===== src/rtl/hex_display_scanner_if.sv =====
// Bus between the value/status source and the multiplexed hex display scanner.
// The source owns the value and control lines; the scanner owns the display drive lines.
interface hex_display_if #(
    parameter int unsigned DIGITS = 4
) ();
    logic [4*DIGITS-1:0] value;
    logic [DIGITS-1:0]   dp_mask;
    logic                load;
    logic                enable;
    logic                lz_blank;
    logic [7:0]          segments;
    logic [DIGITS-1:0]   digit_en;
    logic                frame;

    modport master (
        output value, dp_mask, load, enable, lz_blank,
        input  segments, digit_en, frame
    );

    modport slave (
        input  value, dp_mask, load, enable, lz_blank,
        output segments, digit_en, frame
    );
endinterface


===== src/rtl/hex_display_scanner.sv =====
// Time-multiplexed N-digit hex display driver: shadows a value on load and scans
// one shared segment bus across one-hot digit enables, with leading-zero blanking.
module hex_display_scanner #(
    parameter int unsigned DIGITS   = 4,
    parameter int unsigned SCAN_DIV = 1000,
    parameter int unsigned CNT_W    = 10
) (
    input  logic          clk,
    input  logic          rst,
    hex_display_if.slave  bus
);

    localparam int unsigned IDX_W = (DIGITS > 1) ? $clog2(DIGITS) : 1;
    localparam int unsigned VAL_W = 4 * DIGITS;
    localparam logic [CNT_W-1:0] CNT_LAST = CNT_W'(SCAN_DIV - 1);
    localparam logic [IDX_W-1:0] IDX_LAST = IDX_W'(DIGITS - 1);

    logic [VAL_W-1:0]  value_q, value_d;
    logic [DIGITS-1:0] dp_q, dp_d;
    logic [CNT_W-1:0]  cnt_q, cnt_d;
    logic [IDX_W-1:0]  idx_q, idx_d;
    logic [7:0]        segments_q, segments_d;
    logic [DIGITS-1:0] digit_en_q, digit_en_d;
    logic              frame_q, frame_d;

    logic              cnt_wrap;
    logic [DIGITS:0]   lead_zero;
    logic [DIGITS-1:0] digit_sel;
    logic [3:0]        nibble;
    logic              dp_bit;
    logic              blank_cur;
    logic [6:0]        seg_bits;

    // Active-high g..a pattern for one hex nibble.
    function automatic logic [6:0] hex_seg(input logic [3:0] n);
        logic [6:0] s;
        case (n)
            4'h0:    s = 7'h3F;
            4'h1:    s = 7'h06;
            4'h2:    s = 7'h5B;
            4'h3:    s = 7'h4F;
            4'h4:    s = 7'h66;
            4'h5:    s = 7'h6D;
            4'h6:    s = 7'h7D;
            4'h7:    s = 7'h07;
            4'h8:    s = 7'h7F;
            4'h9:    s = 7'h6F;
            4'hA:    s = 7'h77;
            4'hB:    s = 7'h7C;
            4'hC:    s = 7'h39;
            4'hD:    s = 7'h5E;
            4'hE:    s = 7'h79;
            default: s = 7'h71;
        endcase
        return s;
    endfunction

    // Shadow capture, dwell counter and digit index sequencing.
    always_comb begin
        value_d  = value_q;
        dp_d     = dp_q;
        cnt_d    = cnt_q + CNT_W'(1);
        idx_d    = idx_q;
        cnt_wrap = (cnt_q == CNT_LAST);

        if (bus.load) begin
            value_d = bus.value;
            dp_d    = bus.dp_mask;
        end

        if (cnt_wrap) begin
            cnt_d = '0;
            idx_d = (idx_q == IDX_LAST) ? '0 : idx_q + IDX_W'(1);
        end
    end

    // lead_zero[k] is set when every nibble from the top down to k is zero.
    always_comb begin
        lead_zero         = '0;
        lead_zero[DIGITS] = 1'b1;
        for (int k = int'(DIGITS) - 1; k >= 0; k--) begin
            lead_zero[k] = lead_zero[k+1] && (value_q[4*k +: 4] == 4'h0);
        end
    end

    // Select the nibble, dp and blanking status of the digit currently scanned.
    always_comb begin
        digit_sel = '0;
        nibble    = 4'h0;
        dp_bit    = 1'b0;
        blank_cur = 1'b0;
        for (int unsigned k = 0; k < DIGITS; k++) begin
            if (idx_q == IDX_W'(k)) begin
                digit_sel[k] = 1'b1;
                nibble       = value_q[4*k +: 4];
                dp_bit       = dp_q[k];
                blank_cur    = (k != 0) && lead_zero[k];
            end
        end
    end

    // Output register inputs, built from pre-edge state so outputs lag idx by one cycle.
    always_comb begin
        seg_bits   = hex_seg(nibble);
        segments_d = 8'h00;
        digit_en_d = '0;
        frame_d    = cnt_wrap && (idx_q == IDX_LAST);

        if (bus.lz_blank && blank_cur) begin
            seg_bits = 7'h00;
        end

        if (bus.enable) begin
            segments_d = {dp_bit, seg_bits};
            digit_en_d = digit_sel;
        end
    end

    always_ff @(posedge clk) begin
        if (rst) begin
            value_q    <= '0;
            dp_q       <= '0;
            cnt_q      <= '0;
            idx_q      <= '0;
            segments_q <= 8'h00;
            digit_en_q <= '0;
            frame_q    <= 1'b0;
        end else begin
            value_q    <= value_d;
            dp_q       <= dp_d;
            cnt_q      <= cnt_d;
            idx_q      <= idx_d;
            segments_q <= segments_d;
            digit_en_q <= digit_en_d;
            frame_q    <= frame_d;
        end
    end

    assign bus.segments = segments_q;
    assign bus.digit_en = digit_en_q;
    assign bus.frame    = frame_q;

endmodule


===== src/flat_wrapper.sv =====
// flat-port wrapper written by rule: the top's interface ports become plain ports
module hex_display_scanner_flat 
#(
    parameter int unsigned DIGITS   = 4,
    parameter int unsigned SCAN_DIV = 1000,
    parameter int unsigned CNT_W    = 10
)
  (clk, rst, bus_value, bus_dp_mask, bus_load, bus_enable, bus_lz_blank, bus_segments, bus_digit_en, bus_frame);
  hex_display_if #(.DIGITS(DIGITS)) bus_i ();
  input  logic clk;
  input  logic rst;
  input wire logic [$bits(bus_i.value)-1:0] bus_value;
  input wire logic [$bits(bus_i.dp_mask)-1:0] bus_dp_mask;
  input wire logic [$bits(bus_i.load)-1:0] bus_load;
  input wire logic [$bits(bus_i.enable)-1:0] bus_enable;
  input wire logic [$bits(bus_i.lz_blank)-1:0] bus_lz_blank;
  output wire logic [$bits(bus_i.segments)-1:0] bus_segments;
  output wire logic [$bits(bus_i.digit_en)-1:0] bus_digit_en;
  output wire logic [$bits(bus_i.frame)-1:0] bus_frame;
  assign bus_i.value = bus_value;
  assign bus_i.dp_mask = bus_dp_mask;
  assign bus_i.load = bus_load;
  assign bus_i.enable = bus_enable;
  assign bus_i.lz_blank = bus_lz_blank;
  assign bus_segments = bus_i.segments;
  assign bus_digit_en = bus_i.digit_en;
  assign bus_frame = bus_i.frame;
  hex_display_scanner #(.DIGITS(DIGITS), .SCAN_DIV(SCAN_DIV), .CNT_W(CNT_W)) u_core (.clk(clk), .rst(rst), .bus(bus_i));
endmodule

===== config.mk =====
export PLATFORM = sky130hd
export DESIGN_NAME = hex_display_scanner_flat
export DESIGN_NICKNAME = d
export VERILOG_FILES = /design/src/rtl/hex_display_scanner_if.sv /design/src/rtl/hex_display_scanner.sv /design/src/flat_wrapper.sv
export SDC_FILE = /design/constraint.sdc
export NUM_CORES = 1
export LEC_CHECK = 0
export BUFFER_PORTS_ARGS = -buffer_cell sky130_fd_sc_hd__buf_2
export CAP_MARGIN = 20
export CORE_MARGIN = 2
export CORE_UTILIZATION = 43
export CTS_BUF_LIST = sky130_fd_sc_hd__clkbuf_2 sky130_fd_sc_hd__clkbuf_4 sky130_fd_sc_hd__clkbuf_8
export DETAILED_ROUTE_END_ITERATION = 8
export PLACE_DENSITY = 0.72
export SLEW_MARGIN = 20
export SYNTH_ARGS = -nofsm -noshare
export SYNTH_HDL_FRONTEND = slang
export SYNTH_SLANG_ARGS = --single-unit

===== constraint.sdc =====
create_clock -name clk -period 2.46 [get_ports clk]
set_input_delay 0.123 -clock clk [delete_from_list [all_inputs] [get_ports clk]]
set_output_delay 0.123 -clock clk [all_outputs]
set_load 0.02 [all_outputs]

==> out/results.txt <==
Final worst path period share = 91.8%
Pwr Total = 1.41 mW
Dpl ws = 0.169 ns
Floorplan core area = 0.00469 mm2
Synth Instances = 217
Hpwl dp = 2.96 mm
Std cell rows = 25
CP Class = reg2reg
Final nets = 287
Fillers = 452
Max-slew violation count = 0
Seq/Total Area, Yosys = 43.1%
Total wire length = 3.97 mm
Initial antenna violation count = 0
Worst setup EP type = flop
Routed via count = 1597
Cell Area, Synth = 0.00209 mm2
Starting density of the core = 44.5%
Clock Sinks = 45
Critical Path Source Type = flop
First-pass DRT Iterations = 4
Clk Latency, worst-skew pair = 0.31 ns
Die W = 73.7 um
Unrepaired setup endpoints after global routing = false
I/O pins = 38
Peak supply drop = 308 uV
CTS root buf = clkbuf_8
Synth warn = 0
Syn_nets = 254
Fmax = 443 MHz
Remaining routing DRC violations = 0
Post-Layout Cell Count = 305
Final Setup Violations = 0
Slew of the pin with the lowest slew margin = 0.610 ns
Outcome = finished clean
Diode count = 0
Routed len/inst = 13.0 um
Required time worst endpoint = 2.68 ns
Total track usage = 16.3%
Critical-path cell list = inv_1 -> ha_1 -> nor2b_1 -> a221o_1 -> a22o_2 -> ha_1 -> nand2_1 -> o21ai_0 -> a221oi_2
Seq cells post-synth = 45
Leak = 1.05 nW
Finished Cell Area = 0.00238 mm2
Largest family of logic cells by synthesized area = simple AND/OR/NAND/NOR gates
Post-synthesis mux area share = 11.5%
Max Cap Viol = 0
Largest net degree at the start of global routing = 28
Area fraction in compound gates after synthesis = 11.0%
Grt ovf = 0
Hold_ws = 0.0484 ns
Die Y-Extent = 73.7 um
Worst path arrival time = 2.48 ns
Final antenna-violating net count = 0
Vias in the first global route = 1460
Critical Path Fanout Max = 5
Number of vias per cell = 5.24
Port buffer count = 37
Final core occ = 50.8%
Area share of fa/ha/maj cells after synthesis = 7.19%
Final Critical Period = 2.26 ns
Synthesized area per cell = 9.63 um2
Final setup margin = 0.202 ns
Placed cells = 297
Placed Area = 0.00228 mm2
Yosys cell types = 43
Xor-xnor portion of the synthesized cell area = 2.51%
Reg clk slew, reported paths = 0.09 ns
Classification of the worst-slack hold path = in2reg
Hold buffer count at cts = 0
Die area = 0.00543 mm2
Synthesis-to-layout area growth = 14.1%
First-pass GRT wire length = 6.67 mm
Relative slew margins = 59.3%
Simple-gate share of the synthesized area = 20.2%
Most frequent CP cell = ha_1
Power per cell area = 590 mW/mm2
H-tree Lvls = 2
Clock Skew = 0.00633 ns
Crit path max-delay cell type = dfxtp_1
Total CTS buffers = 5
Setup_tns = 0 ns
CTS tree = done
Clock Tree Buf Depth = 2
First DRT Iteration DRCs = 78
Routability cong. = 0.827
Max incr delay on CP = 0.40 ns
Final Hold Vio Count = 0
Share of layout cells above drive strength 1 = 24.7%
[timing repair]
item | 4_1_cts | 5_1_grt
setup buffers | 0 | 0
resized for setup | 0 | 5
setup endpoints to repair | 0 | 4
[cells by family (layout without fill, tap and decap cells)]
family | after synthesis | count (layout)
XOR/XNOR | 6 | 6
multiplexers | 24 | 24
AND/OR/NAND/NOR | 82 | 82
adder cells (fa/ha/maj) | 12 | 12
flip-flops | 45 | 45
AO/OA/AOI/OAI | 30 | 30
buffers and inverters | 18 | 52
[flip-flops by register name (all words and copies together), names as in the netlist]
name                 cells
u_core.dp_q              4
u_core.cnt_q            10
u_core.bus.digit_en      4
u_core.bus.segments      8
u_core.idx_q             2
u_core.bus.frame         1
u_core.value_q          16
[layout by cell type, fill, tap and decap left out, types with 3 or more instances in the layout]
| cell type | netlist | routed |
|---|---|---|
| nand3_1 | 3 | 3 |
| xor2_1 | 5 | 5 |
| dfxtp_1 | 45 | 44 |
| mux2i_1 | 24 | 24 |
| nor3_1 | 4 | 4 |
| inv_1 | 5 | 5 |
| nor2_1 | 37 | 37 |
| a21oi_1 | 8 | 8 |
| or3_1 | 3 | 3 |
| nand2_1 | 11 | 11 |
| and2_1 | 5 | 5 |
| a221oi_1 | 4 | 3 |
| o21ai_0 | 5 | 5 |
| nor2b_1 | 3 | 3 |
| clkbuf_8 | 0 | 5 |
| ha_1 | 12 | 10 |
| buf_2 | 2 | 37 |
[metal layers]
layer  vias up  share of wire (%)  global-route usage (%)  wire, um
met5         -                  0                       0         0
met1       741                 46                    20.1      1840
met2        33                 46                    25.2      1840
met4         0                2.4                    8.69        95
met3         8                4.9                    5.35       194
li1        815                  -                       -         -
[worst paths after layout]
path | from | slack (ns) | to | cells past startpoint
worst min-delay path | bus_value[0] | 0.05 | u_core.value_q[0] | 3
worst max register to register | u_core.idx_q[1] | 0.20 | u_core.bus.segments[6] | 9
worst max-delay path | u_core.idx_q[1] | 0.20 | u_core.bus.segments[6] | 9
worst min register to register | u_core.cnt_q[0] | 0.45 | u_core.cnt_q[0] | 1
[layout make-up]
| class | count | area, um2 | share of cell area (%) |
|---|---|---|---|
| Multi-Input combinational cell | 154 | 1110 | 46.5 |
| Timing Repair Buffer | 37 | 185 | 7.77 |
| Clock inverter | 3 | 25.0 | 1.05 |
| Inverter | 7 | 26.3 | 1.10 |
| Clock buffer | 5 | 68.8 | 2.89 |
| Sequential cell | 45 | 902 | 37.8 |
| Tap cell | 54 | 67.6 | 2.83 |
[report_power, final]
part	total (mW)	internal, mW	switching (mW)
sequential	0.780	0.761	0.0193
combinational	0.156	0.0704	0.0856
clock	0.472	0.205	0.267
[Yosys cell counts (all sizes together)]
library cell / instances / area [um2]
a211o: 1 / 8.76
mux2i: 24 / 240
dfxtp: 45 / 901
and2b: 1 / 7.51
nor4: 3 / 25.0
a221o: 1 / 10.0
nor3: 4 / 20.0
a21boi: 1 / 7.51
nand4: 2 / 12.5
nand2b: 1 / 6.26
nor2: 38 / 145
nand3: 3 / 15.0
ha: 12 / 150
a22o: 1 / 8.76
o211ai: 1 / 7.51
o2111ai: 1 / 8.76
nand3b: 3 / 35.0
nor3b: 2 / 25.0
a221oi: 5 / 50.0
nand2: 11 / 41.3
buf: 6 / 47.5
and2: 5 / 31.3
xnor2: 1 / 8.76
nor2b: 3 / 18.8
a311o: 2 / 20.0
and3b: 1 / 8.76
or3: 3 / 18.8
o21ai: 6 / 30.0
or2: 2 / 12.5
a311oi: 3 / 38.8
xor2: 5 / 43.8
clkbuf: 5 / 18.8
a21oi: 8 / 40.0
inv: 7 / 26.3
[worst max-delay path, delay by kind of cell, from the launching register on]
kind / cells / cell delay, ns
simple gates: 2 / 0.27
flops: 1 / 0.40
compound gates: 4 / 0.92
fa+ha+maj: 2 / 0.50
buf+inv: 1 / 0.09
No activity file was read; power rests on OpenSTA's default activity.
